$ cat config.mk
export PLATFORM = sky130hd
export DESIGN_NAME = gate_barrier_ctrl_flat
export DESIGN_NICKNAME = d
export VERILOG_FILES = /design/src/rtl/gate_barrier_ctrl_pkg.sv /design/src/rtl/gate_barrier_ctrl_if.sv /design/src/rtl/gate_barrier_ctrl_sync.sv /design/src/rtl/gate_barrier_ctrl.sv /design/src/flat_wrapper.sv
export SDC_FILE = /design/constraint.sdc
export NUM_CORES = 1
export LEC_CHECK = 0
export CORE_UTILIZATION = 59
export CTS_BUF_LIST = sky130_fd_sc_hd__clkbuf_8
export DETAILED_ROUTE_END_ITERATION = 16
export GPL_ROUTABILITY_DRIVEN = 0
export PLACE_DENSITY_LB_ADDON = 0.25
export REMOVE_ABC_BUFFERS = 1
export SYNTH_ARGS = -nofsm -noshare
export SYNTH_HDL_FRONTEND = slang
export SYNTH_SLANG_ARGS = --single-unit
export TNS_END_PERCENT = 10
$ cat constraint.sdc
create_clock -name clk -period 2.05 [get_ports clk]
set_input_delay 0.41 -clock clk [delete_from_list [all_inputs] [get_ports clk]]
set_output_delay 0.41 -clock clk [all_outputs]
set_load 0.02 [all_outputs]
$ cat src/rtl/gate_barrier_ctrl_pkg.sv
// Shared types, default parameter values and counter sizing for the
// entry-gate barrier controller.
package gate_pkg;

   typedef enum logic [2:0] {
      ST_CLOSED    = 3'd0,
      ST_OPENING   = 3'd1,
      ST_OPEN_WAIT = 3'd2,
      ST_CAR_IN    = 3'd3,
      ST_CLOSING   = 3'd4,
      ST_FAULT     = 3'd5
   } gate_state_e;

   localparam int TRAVEL_MAX_DEF   = 200;
   localparam int PASS_TIMEOUT_DEF = 1000;
   localparam int CLEAR_HOLD_DEF   = 8;

   // Width of the shared state counter: wide enough to hold the largest limit.
   function automatic int cnt_width(input int a, input int b, input int c);
      int m;
      m = a;
      if (b > m) m = b;
      if (c > m) m = c;
      return $clog2(m + 1);
   endfunction

endpackage

$ cat src/rtl/gate_barrier_ctrl_if.sv
// Handshake and sensor/actuator bundle between the barrier controller and
// its surroundings (access FSM upstream, barrier hardware downstream).
interface gate_barrier_ctrl_if;
   logic access_granted;
   logic loop_sensor;
   logic up_limit;
   logic down_limit;
   logic motor_up;
   logic motor_down;
   logic busy;
   logic car_entered;
   logic car_abort;
   logic gate_fault;

   // Environment side: drives grant and sensors, observes the controller.
   modport master (
      output access_granted, loop_sensor, up_limit, down_limit,
      input  motor_up, motor_down, busy, car_entered, car_abort, gate_fault
   );

   // Controller side.
   modport slave (
      input  access_granted, loop_sensor, up_limit, down_limit,
      output motor_up, motor_down, busy, car_entered, car_abort, gate_fault
   );
endinterface

$ cat src/rtl/gate_barrier_ctrl_sync.sv
// Parameterized-width two-flop synchronizer, async active-low reset to 0.
module gate_sync #(
   parameter int W = 1
) (
   input  logic         clk,
   input  logic         rst_n,
   input  logic [W-1:0] d,
   output logic [W-1:0] q
);

   logic [W-1:0] meta_q;
   logic [W-1:0] sync_q;

   // Two back-to-back flops; only sync_q is safe to use downstream.
   always_ff @(posedge clk or negedge rst_n) begin
      if (!rst_n) begin
         meta_q <= '0;
         sync_q <= '0;
      end else begin
         meta_q <= d;
         sync_q <= meta_q;
      end
   end

   assign q = sync_q;

endmodule

$ cat src/rtl/gate_barrier_ctrl.sv
// Entry-gate barrier controller: raises the barrier on a grant, waits for the
// car to cross the loop, closes with obstruction reversal, and reports
// car_entered / car_abort back to the spot counter.
module gate_barrier_ctrl
   import gate_pkg::*;
#(
   parameter int TRAVEL_MAX   = TRAVEL_MAX_DEF,
   parameter int PASS_TIMEOUT = PASS_TIMEOUT_DEF,
   parameter int CLEAR_HOLD   = CLEAR_HOLD_DEF
) (
   input logic                clk,
   input logic                reset_n,
   gate_barrier_ctrl_if.slave bus
);

   localparam int CW = cnt_width(TRAVEL_MAX, PASS_TIMEOUT, CLEAR_HOLD);
   typedef logic [CW-1:0] cnt_t;

   localparam cnt_t TRAVEL_C  = cnt_t'(TRAVEL_MAX);
   localparam cnt_t PASS_C    = cnt_t'(PASS_TIMEOUT);
   localparam cnt_t CLEAR_C   = cnt_t'(CLEAR_HOLD);
   localparam cnt_t CNT_MAX   = {CW{1'b1}};

   // ---------------------------------------------------------------- sync
   logic [2:0] sens_raw;
   logic [2:0] sens_s;
   logic       loop_s, up_s, dn_s;

   assign sens_raw = {bus.loop_sensor, bus.up_limit, bus.down_limit};

   gate_sync #(.W(3)) u_sync (
      .clk   (clk),
      .rst_n (reset_n),
      .d     (sens_raw),
      .q     (sens_s)
   );

   assign loop_s = sens_s[2];
   assign up_s   = sens_s[1];
   assign dn_s   = sens_s[0];

   // ---------------------------------------------------------------- state
   gate_state_e state_q, state_d;
   cnt_t        cnt_q, cnt_d, cnt_inc;
   logic        passed_q, passed_d;
   logic        motor_up_q, motor_up_d;
   logic        motor_down_q, motor_down_d;
   logic        busy_q, busy_d;
   logic        entered_q, entered_d;
   logic        abort_q, abort_d;
   logic        fault_q, fault_d;

   // Next state, counter, passed flag and outcome pulses.
   always_comb begin
      state_d   = state_q;
      cnt_inc   = (cnt_q == CNT_MAX) ? cnt_q : cnt_q + 1'b1;
      cnt_d     = cnt_inc;
      passed_d  = passed_q;
      entered_d = 1'b0;
      abort_d   = 1'b0;

      unique case (state_q)
         ST_CLOSED: begin
            if (bus.access_granted) state_d = ST_OPENING;
         end
         ST_OPENING: begin
            if (up_s)                   state_d = ST_OPEN_WAIT;
            else if (cnt_q == TRAVEL_C) state_d = ST_FAULT;
         end
         ST_OPEN_WAIT: begin
            if (loop_s) begin
               state_d = ST_CAR_IN;
            end else if (cnt_q == PASS_C) begin
               state_d = ST_CLOSING;
               abort_d = !passed_q;
               // the abort consumes this grant's single report
               passed_d = 1'b1;
            end
         end
         ST_CAR_IN: begin
            // counter measures how long the loop has been continuously clear
            if (cnt_q == CLEAR_C) begin
               state_d   = ST_CLOSING;
               entered_d = !passed_q;
               passed_d  = 1'b1;
            end else if (loop_s) begin
               cnt_d = '0;
            end
         end
         ST_CLOSING: begin
            // obstruction reversal wins over reaching the down limit
            if (loop_s) begin
               state_d = ST_OPENING;
            end else if (dn_s) begin
               state_d  = ST_CLOSED;
               passed_d = 1'b0;
            end else if (cnt_q == TRAVEL_C) begin
               state_d = ST_FAULT;
            end
         end
         ST_FAULT: begin
            state_d = ST_FAULT;
         end
         default: state_d = ST_FAULT;
      endcase

      // Both limits at once means a broken sensor or mechanism: stop everything.
      if (up_s && dn_s) begin
         state_d   = ST_FAULT;
         entered_d = 1'b0;
         abort_d   = 1'b0;
         passed_d  = passed_q;
      end

      if (state_d != state_q) cnt_d = '0;
   end

   // Output decode from the next state so outputs line up with the state flop.
   always_comb begin
      motor_up_d   = (state_d == ST_OPENING);
      motor_down_d = (state_d == ST_CLOSING);
      busy_d       = (state_d != ST_CLOSED);
      fault_d      = (state_d == ST_FAULT);
   end

   // State, counter, flag and registered outputs.
   always_ff @(posedge clk or negedge reset_n) begin
      if (!reset_n) begin
         state_q      <= ST_CLOSED;
         cnt_q        <= '0;
         passed_q     <= 1'b0;
         motor_up_q   <= 1'b0;
         motor_down_q <= 1'b0;
         busy_q       <= 1'b0;
         entered_q    <= 1'b0;
         abort_q      <= 1'b0;
         fault_q      <= 1'b0;
      end else begin
         state_q      <= state_d;
         cnt_q        <= cnt_d;
         passed_q     <= passed_d;
         motor_up_q   <= motor_up_d;
         motor_down_q <= motor_down_d;
         busy_q       <= busy_d;
         entered_q    <= entered_d;
         abort_q      <= abort_d;
         fault_q      <= fault_d;
      end
   end

   assign bus.motor_up    = motor_up_q;
   assign bus.motor_down  = motor_down_q;
   assign bus.busy        = busy_q;
   assign bus.car_entered = entered_q;
   assign bus.car_abort   = abort_q;
   assign bus.gate_fault  = fault_q;

endmodule

$ cat src/flat_wrapper.sv
// flat-port wrapper written by rule: the top's interface ports become plain ports
module gate_barrier_ctrl_flat import gate_pkg::*;
#(
   parameter int TRAVEL_MAX   = TRAVEL_MAX_DEF,
   parameter int PASS_TIMEOUT = PASS_TIMEOUT_DEF,
   parameter int CLEAR_HOLD   = CLEAR_HOLD_DEF
)
  (clk, reset_n, bus_access_granted, bus_loop_sensor, bus_up_limit, bus_down_limit, bus_motor_up, bus_motor_down, bus_busy, bus_car_entered, bus_car_abort, bus_gate_fault);
  gate_barrier_ctrl_if bus_i ();
  input logic clk;
  input logic reset_n;
  input wire logic [$bits(bus_i.access_granted)-1:0] bus_access_granted;
  input wire logic [$bits(bus_i.loop_sensor)-1:0] bus_loop_sensor;
  input wire logic [$bits(bus_i.up_limit)-1:0] bus_up_limit;
  input wire logic [$bits(bus_i.down_limit)-1:0] bus_down_limit;
  output wire logic [$bits(bus_i.motor_up)-1:0] bus_motor_up;
  output wire logic [$bits(bus_i.motor_down)-1:0] bus_motor_down;
  output wire logic [$bits(bus_i.busy)-1:0] bus_busy;
  output wire logic [$bits(bus_i.car_entered)-1:0] bus_car_entered;
  output wire logic [$bits(bus_i.car_abort)-1:0] bus_car_abort;
  output wire logic [$bits(bus_i.gate_fault)-1:0] bus_gate_fault;
  assign bus_i.access_granted = bus_access_granted;
  assign bus_i.loop_sensor = bus_loop_sensor;
  assign bus_i.up_limit = bus_up_limit;
  assign bus_i.down_limit = bus_down_limit;
  assign bus_motor_up = bus_i.motor_up;
  assign bus_motor_down = bus_i.motor_down;
  assign bus_busy = bus_i.busy;
  assign bus_car_entered = bus_i.car_entered;
  assign bus_car_abort = bus_i.car_abort;
  assign bus_gate_fault = bus_i.gate_fault;
  gate_barrier_ctrl #(.TRAVEL_MAX(TRAVEL_MAX), .PASS_TIMEOUT(PASS_TIMEOUT), .CLEAR_HOLD(CLEAR_HOLD)) u_core (.clk(clk), .reset_n(reset_n), .bus(bus_i));
endmodule
-- Word level (Yosys, flattened, before mapping)
Index checks and enable logic that the tools add are counted.
- register bits after elaboration: 26
- bits of input ports: 6
- logic and storage cells: 64
- bitwise operators: 1
- muxes and demuxes: 28
- add/subtract/negate cells: 1
- equal/unequal tests: 17
- reduce and logical (&&, ||, !) cells: 6
- operators with widths (cell ; count):
    $mux 10 ; 5
    $mux 3 ; 9
    $eq 10x10->1 const B ; 2
    $pmux 3 s5 ; 1
    $mux 1 ; 12
    $add 10x1->10 const B ; 1
    $eq 10x4->1 const B ; 1
    $eq 10x8->1 const B ; 1
    $eq 3x3->1 const B ; 3
    $reduce_and 7->1 ; 1
    $eq 3x1->1 const B ; 2
    $eq 3x2->1 const B ; 2
    $ne 2x2->1 const B ; 3
    $reduce_bool 3->1 ; 2
    $ne 2x1->1 const B ; 2
    $logic_not 3->1 ; 1
    $ne 3x3->1 ; 1
    $pmux 1 s3 ; 1
    $logic_and 1x1->1 ; 1
    $logic_not 1->1 ; 1
    $not 1->1 ; 1

-- Longest topological paths before layout
Gate-level depths: netlist of the first run.
- depth after elaboration: 8
- gate-level depth with buffers: 8
- mapped depth without buffers: 7

-- By module
A second synthesis of the first run with hierarchy kept.
- cell total of the unflattened synthesis: 137
- area total of the unflattened synthesis: 1402.6 sq um
- modules (own cells, without submodules) (module ; seq. area each (sq um) ; cells each ; area an instance (sq um) ; times used):
    gate_barrier_ctrl ; 500.5 ; 131 ; 1252.5 ; 1
    gate_sync ; 150.1 ; 6 ; 150.1 ; 1

-- Worst setup path after synthesis of the first run
Ideal clock, no wire load.
- path kind: register -> register
- start point: reg u_core.cnt_q[0]
- end point: reg u_core.cnt_q[0]
- buffers on the path: 0
- data arrival time: 1702 ps
- library setup time: 147 ps
- cell stages (with the launch flop): 8
- period minus slack after synthesis: 1849 ps
- path slack: 201 ps
- path through: dfrtp_1 -> inv_1 -> ha_1 -> and4bb_4 -> nand3_2 -> o211ai_2 -> mux2i_2 -> nor4_1
- word-level cells in the longest chain between the ends: 8
- ends and longest elaborated chain (element ; RTL line ; text):
    start, declared ; gate_barrier_ctrl.sv:44 ; cnt_t cnt_q, cnt_d, cnt_inc;
    start signal, assigned ; gate_barrier_ctrl.sv:140 ; cnt_q <= cnt_d;
    $eq 10x8->1 ; gate_barrier_ctrl.sv:68, gate_barrier_ctrl.sv:97 ;
    $mux 3 ; gate_barrier_ctrl.sv:68, gate_barrier_ctrl.sv:97 ;
    $mux 3 ; gate_barrier_ctrl.sv:94 ; end else if (dn_s) begin
    $mux 3 ; gate_barrier_ctrl.sv:92 ; if (loop_s) begin
    $pmux 3 s5 ; gate_barrier_ctrl.sv:62 ; unique case (state_q)
    $mux 3 ; gate_barrier_ctrl.sv:108 ; if (up_s && dn_s) begin
    $ne 3x3->1 ; gate_barrier_ctrl.sv:115 ; if (state_d != state_q) cnt_d = '0;
    $mux 10 (*) ; gate_barrier_ctrl.sv:115 ;
    net u_core.cnt_d[0] ; gate_barrier_ctrl.sv:44 ;
Mark *: on every way through the listed nets, which the timed path passes. The rest lies on a longest branch.
A chain may end at the register's enable or synchronous reset.

-- Worst setup path in the final report of the first run
- start point: reg u_core.cnt_q[1]
- end point: reg u_core.cnt_q[2]
The elaborated chain is that of the path after synthesis.

==> results.sh, run 1 <==
export IMPL_initial_core_util=0.624
export IMPL_placed_cell_area_um2=1510
export IMPL_fmax_ghz=0.491
export IMPL_clk_pin_slew_ns=0.09
export IMPL_num_nets_final=161
export IMPL_cts_hold_buf=0
export IMPL_ys_flop_type="dfrtp_1"
export IMPL_critical_path_class="flip-flop to flip-flop"
export IMPL_routed_wirelength_mm=3.21
export IMPL_cts_root_buf="clkbuf_8"
export IMPL_via_count=1158
export IMPL_cp_end_kind="flip-flop"
export IMPL_regToRegSetupSlack_ns=0.01
export IMPL_hold_viol=0
export IMPL_ys_ff_latch=26
export IMPL_yosysUniqueCellTypes=41
export IMPL_drt_pass1_iter_count=4
export IMPL_grt_first_pass_wirelength_mm=4.97
export IMPL_cts_buffers=3
export IMPL_cts_num_sinks=26
export IMPL_htreeDepth=1
export IMPL_area_growth_pct=23.7
export IMPL_synth_edff_count=0
export IMPL_synth_top_family_by_area="simple AND/OR/NAND/NOR gates"
export IMPL_hpwl_mm=2.01
export IMPL_numPortBuffers=11
export IMPL_layout_drive_gt1_share=0.204
export IMPL_antenna_found_initial=0
export IMPL_power_internal_w=0.00120
export IMPL_finalMaxSlewViolations=0
export IMPL_arrival_ns=2.21
export IMPL_final_cell_area_um2=1690
export IMPL_leakage_nw=0.688
export IMPL_muxShareOfSynthArea=0.0247
export IMPL_grt_max_degree=27
export IMPL_diodes=0
export IMPL_cts_path_max_buffers=2
export IMPL_postLayoutCoreUtil=0.772
export IMPL_via_per_inst=6.43
export IMPL_ant_nets=0
export IMPL_yosys_area_share_simple=0.300
export IMPL_synth_compound_area_frac=0.118
export IMPL_synthAdderAreaFrac=0.0183
export IMPL_swShare=0.371
export IMPL_tightestPinTransition_ns=0.578
export IMPL_clk_latency_ns=0.27
export IMPL_seqPwrFrac=0.372
export IMPL_slowest_stage="nand4_1"
export IMPL_rsz0062_at_grt="true"
export IMPL_synth_xor_area_frac=0.0256
export IMPL_grt_overflow=0
export IMPL_cts_tree="yes"
export IMPL_fin_skew_ns=0.00186
export IMPL_slew_headroom=0.611
export IMPL_p_sw_w=0.000708
export IMPL_ios=12
export IMPL_crit_required_ns=2.22
export IMPL_synth_area_um2=1370
export IMPL_clock_power_share=0.222
export IMPL_rows=17
export IMPL_cp_cell_sequence="ha_1, and3_1, nand4_1, nand2_1, xor2_1, nor4_1"
export IMPL_peakVddDrop_v=0.000954
export IMPL_dieArea_um2=2510
export IMPL_outcome="completed"
export IMPL_setup_violations_final=0
export IMPL_total_power_w=0.00191
export IMPL_die_h_um=50.1
export IMPL_async_flop_share=1.00
export IMPL_combPwrFrac=0.405
export IMPL_coreArea_um2=2190
export IMPL_grt_pass1_vias=1093
export IMPL_drt_iter0_drc=44
export IMPL_synth_seq_area_share=0.476
export IMPL_hp_class="flip-flop to flip-flop"
export IMPL_fin_crit_sh=0.994
export IMPL_drc=0
export IMPL_synthCells=135
export IMPL_period_needed_ns=2.04
export IMPL_p_per_area_nw_per_um2=1130
export IMPL_drv_cap=0
export IMPL_grt_use_total=0.266
export IMPL_fillCellCount=132
export IMPL_worstPathMaxFanout=9
export IMPL_wl_per_cell_um=17.8
export IMPL_chipWidth_um=50.1
export IMPL_critPathMaxStageDelay_ns=0.48
export IMPL_start_kind="flip-flop"
export IMPL_synth_avg_cell_area_um2=10.1
export IMPL_yosys_warnings=0
-- through the flow --
step                      hold slack, ns  instances  TNS [ns]  worst slack, ns
after detailed placement           0.344        172    -0.299          -0.0564
after global routing               0.372        180    -0.320          -0.0831
after global placement             0.333        172         0           0.0326
after floorplan                    0.114        129         0            0.201
final                              0.359        180         0           0.0127
after CTS                          0.365        176         0           0.0221
-- power groups by stage --
stage	Combinational, W	Sequential (W)	Clock (W)
after global routing	0.000829	0.000720	0.000446
final	0.000774	0.000711	0.000425
after detailed placement	0.000586	0.000697	0
after CTS	0.000611	0.000690	0.000428
after global placement	0.000563	0.000691	0
after floorplan	0.000343	0.000718	0
-- sequential cells by signal, indices dropped and copies added (netlist names) --
name                    cells
u_core.cnt_q               10
u_core.state_q              3
u_core.u_sync.meta_q        3
u_core.u_sync.q             3
u_core.bus.busy             1
u_core.bus.car_abort        1
u_core.bus.car_entered      1
u_core.bus.gate_fault       1
u_core.bus.motor_down       1
u_core.bus.motor_up         1
u_core.passed_q             1
-- per-layer routing --
metal	GRT usage	vias up	share of wire	wire [um]
met2	0.436	50	0.51	1620
met5	0	-	0	0
met4	0.0905	0	0.019	61
met3	0.0340	9	0.054	174
li1	-	536	-	-
met1	0.362	563	0.42	1350
-- what timing repair did --
| item | CTS | global route |
|---|---|---|
| resized for setup | 1 | 12 |
| pin swaps | 0 | 3 |
| endpoints found under the setup margin | 10 | 11 |
| hold endpoints to repair | 0 | 0 |
| cloned | 0 | 1 |
| buffers inserted | 0 | 3 |
-- logic make-up after synthesis --
kind of cell               Yosys count
and+or+nand+nor                     69
buffers and inverters               11
DFF                                 26
muxes                                3
AOI/OAI and AO/OA                   20
xor gates and xnor gates             4
adders and majority gates            2
-- worst max-delay path: cells and delay by family, from the launching register on --
kind | cells | cell delay (ns)
adders and majority gates | 1 | 0.20
xor gates and xnor gates | 1 | 0.09
and+or+nand+nor | 4 | 1.24
DFF | 1 | 0.41
-- worst paths after layout --
path | start | end | depth (start not counted)
max reg2reg | u_core.cnt_q[1] | u_core.cnt_q[2] | 6
min in group asynchronous | reset_n | u_core.bus.car_abort | 2
max | u_core.cnt_q[1] | u_core.cnt_q[2] | 6
min | u_core.u_sync.meta_q[0] | u_core.u_sync.q[0] | 0
max in group asynchronous | reset_n | u_core.state_q[2] | 2
min reg2reg | u_core.u_sync.meta_q[0] | u_core.u_sync.q[0] | 0
-- synth_stat cells, drive strengths merged (3+ instances only) --
library cell / instances / area share
nand2: 9 / 0.025
and2: 4 / 0.019
nand3: 5 / 0.022
and3: 7 / 0.032
nor2: 13 / 0.036
dfrtp: 26 / 0.48
nor3: 3 / 0.019
nand4: 4 / 0.018
nor4: 12 / 0.055
inv: 5 / 0.014
mux2i: 3 / 0.025
nor2b: 3 / 0.014
buf: 5 / 0.020
a21oi: 5 / 0.018
-- placed cells by master, fill, tap and decap left out, types with 4 or more instances in the layout --
| cell | n |
|---|---|
| a21oi_1 | 4 |
| buf_4 | 7 |
| inv_1 | 4 |
| dfrtp_1 | 23 |
| clkdlybuf4s50_1 | 11 |
| and3_1 | 7 |
| nand3_1 | 4 |
| nor2_1 | 13 |
| nand4_1 | 4 |
| nor4_1 | 11 |
| nand2_1 | 9 |
-- cell type report --
cell class	instances	area, um2	area share
Tap cell	28	35.0	0.0207
Clock buffer	3	41.3	0.0244
Timing Repair Buffer	18	163	0.0962
Clock inverter	1	30.0	0.0178
Inverter	5	18.8	0.0111
Sequential cell	26	654	0.387
Multi-Input combinational cell	99	748	0.443
(Power assumes the default switching activity.)
==> run 2, diff against run 1 <==
--- a/config.mk
+++ b/config.mk
@@ -7,6 +7,7 @@
 export LEC_CHECK = 0
 export CORE_UTILIZATION = 59
 export CTS_BUF_LIST = sky130_fd_sc_hd__clkbuf_8
+export CTS_CLUSTER_DIAMETER = 60
 export DETAILED_ROUTE_END_ITERATION = 16
 export GPL_ROUTABILITY_DRIVEN = 0
 export PLACE_DENSITY_LB_ADDON = 0.25
==> results of run 2 <==
Same layout as run 1: the final DEF is identical, and so are final timing and power.
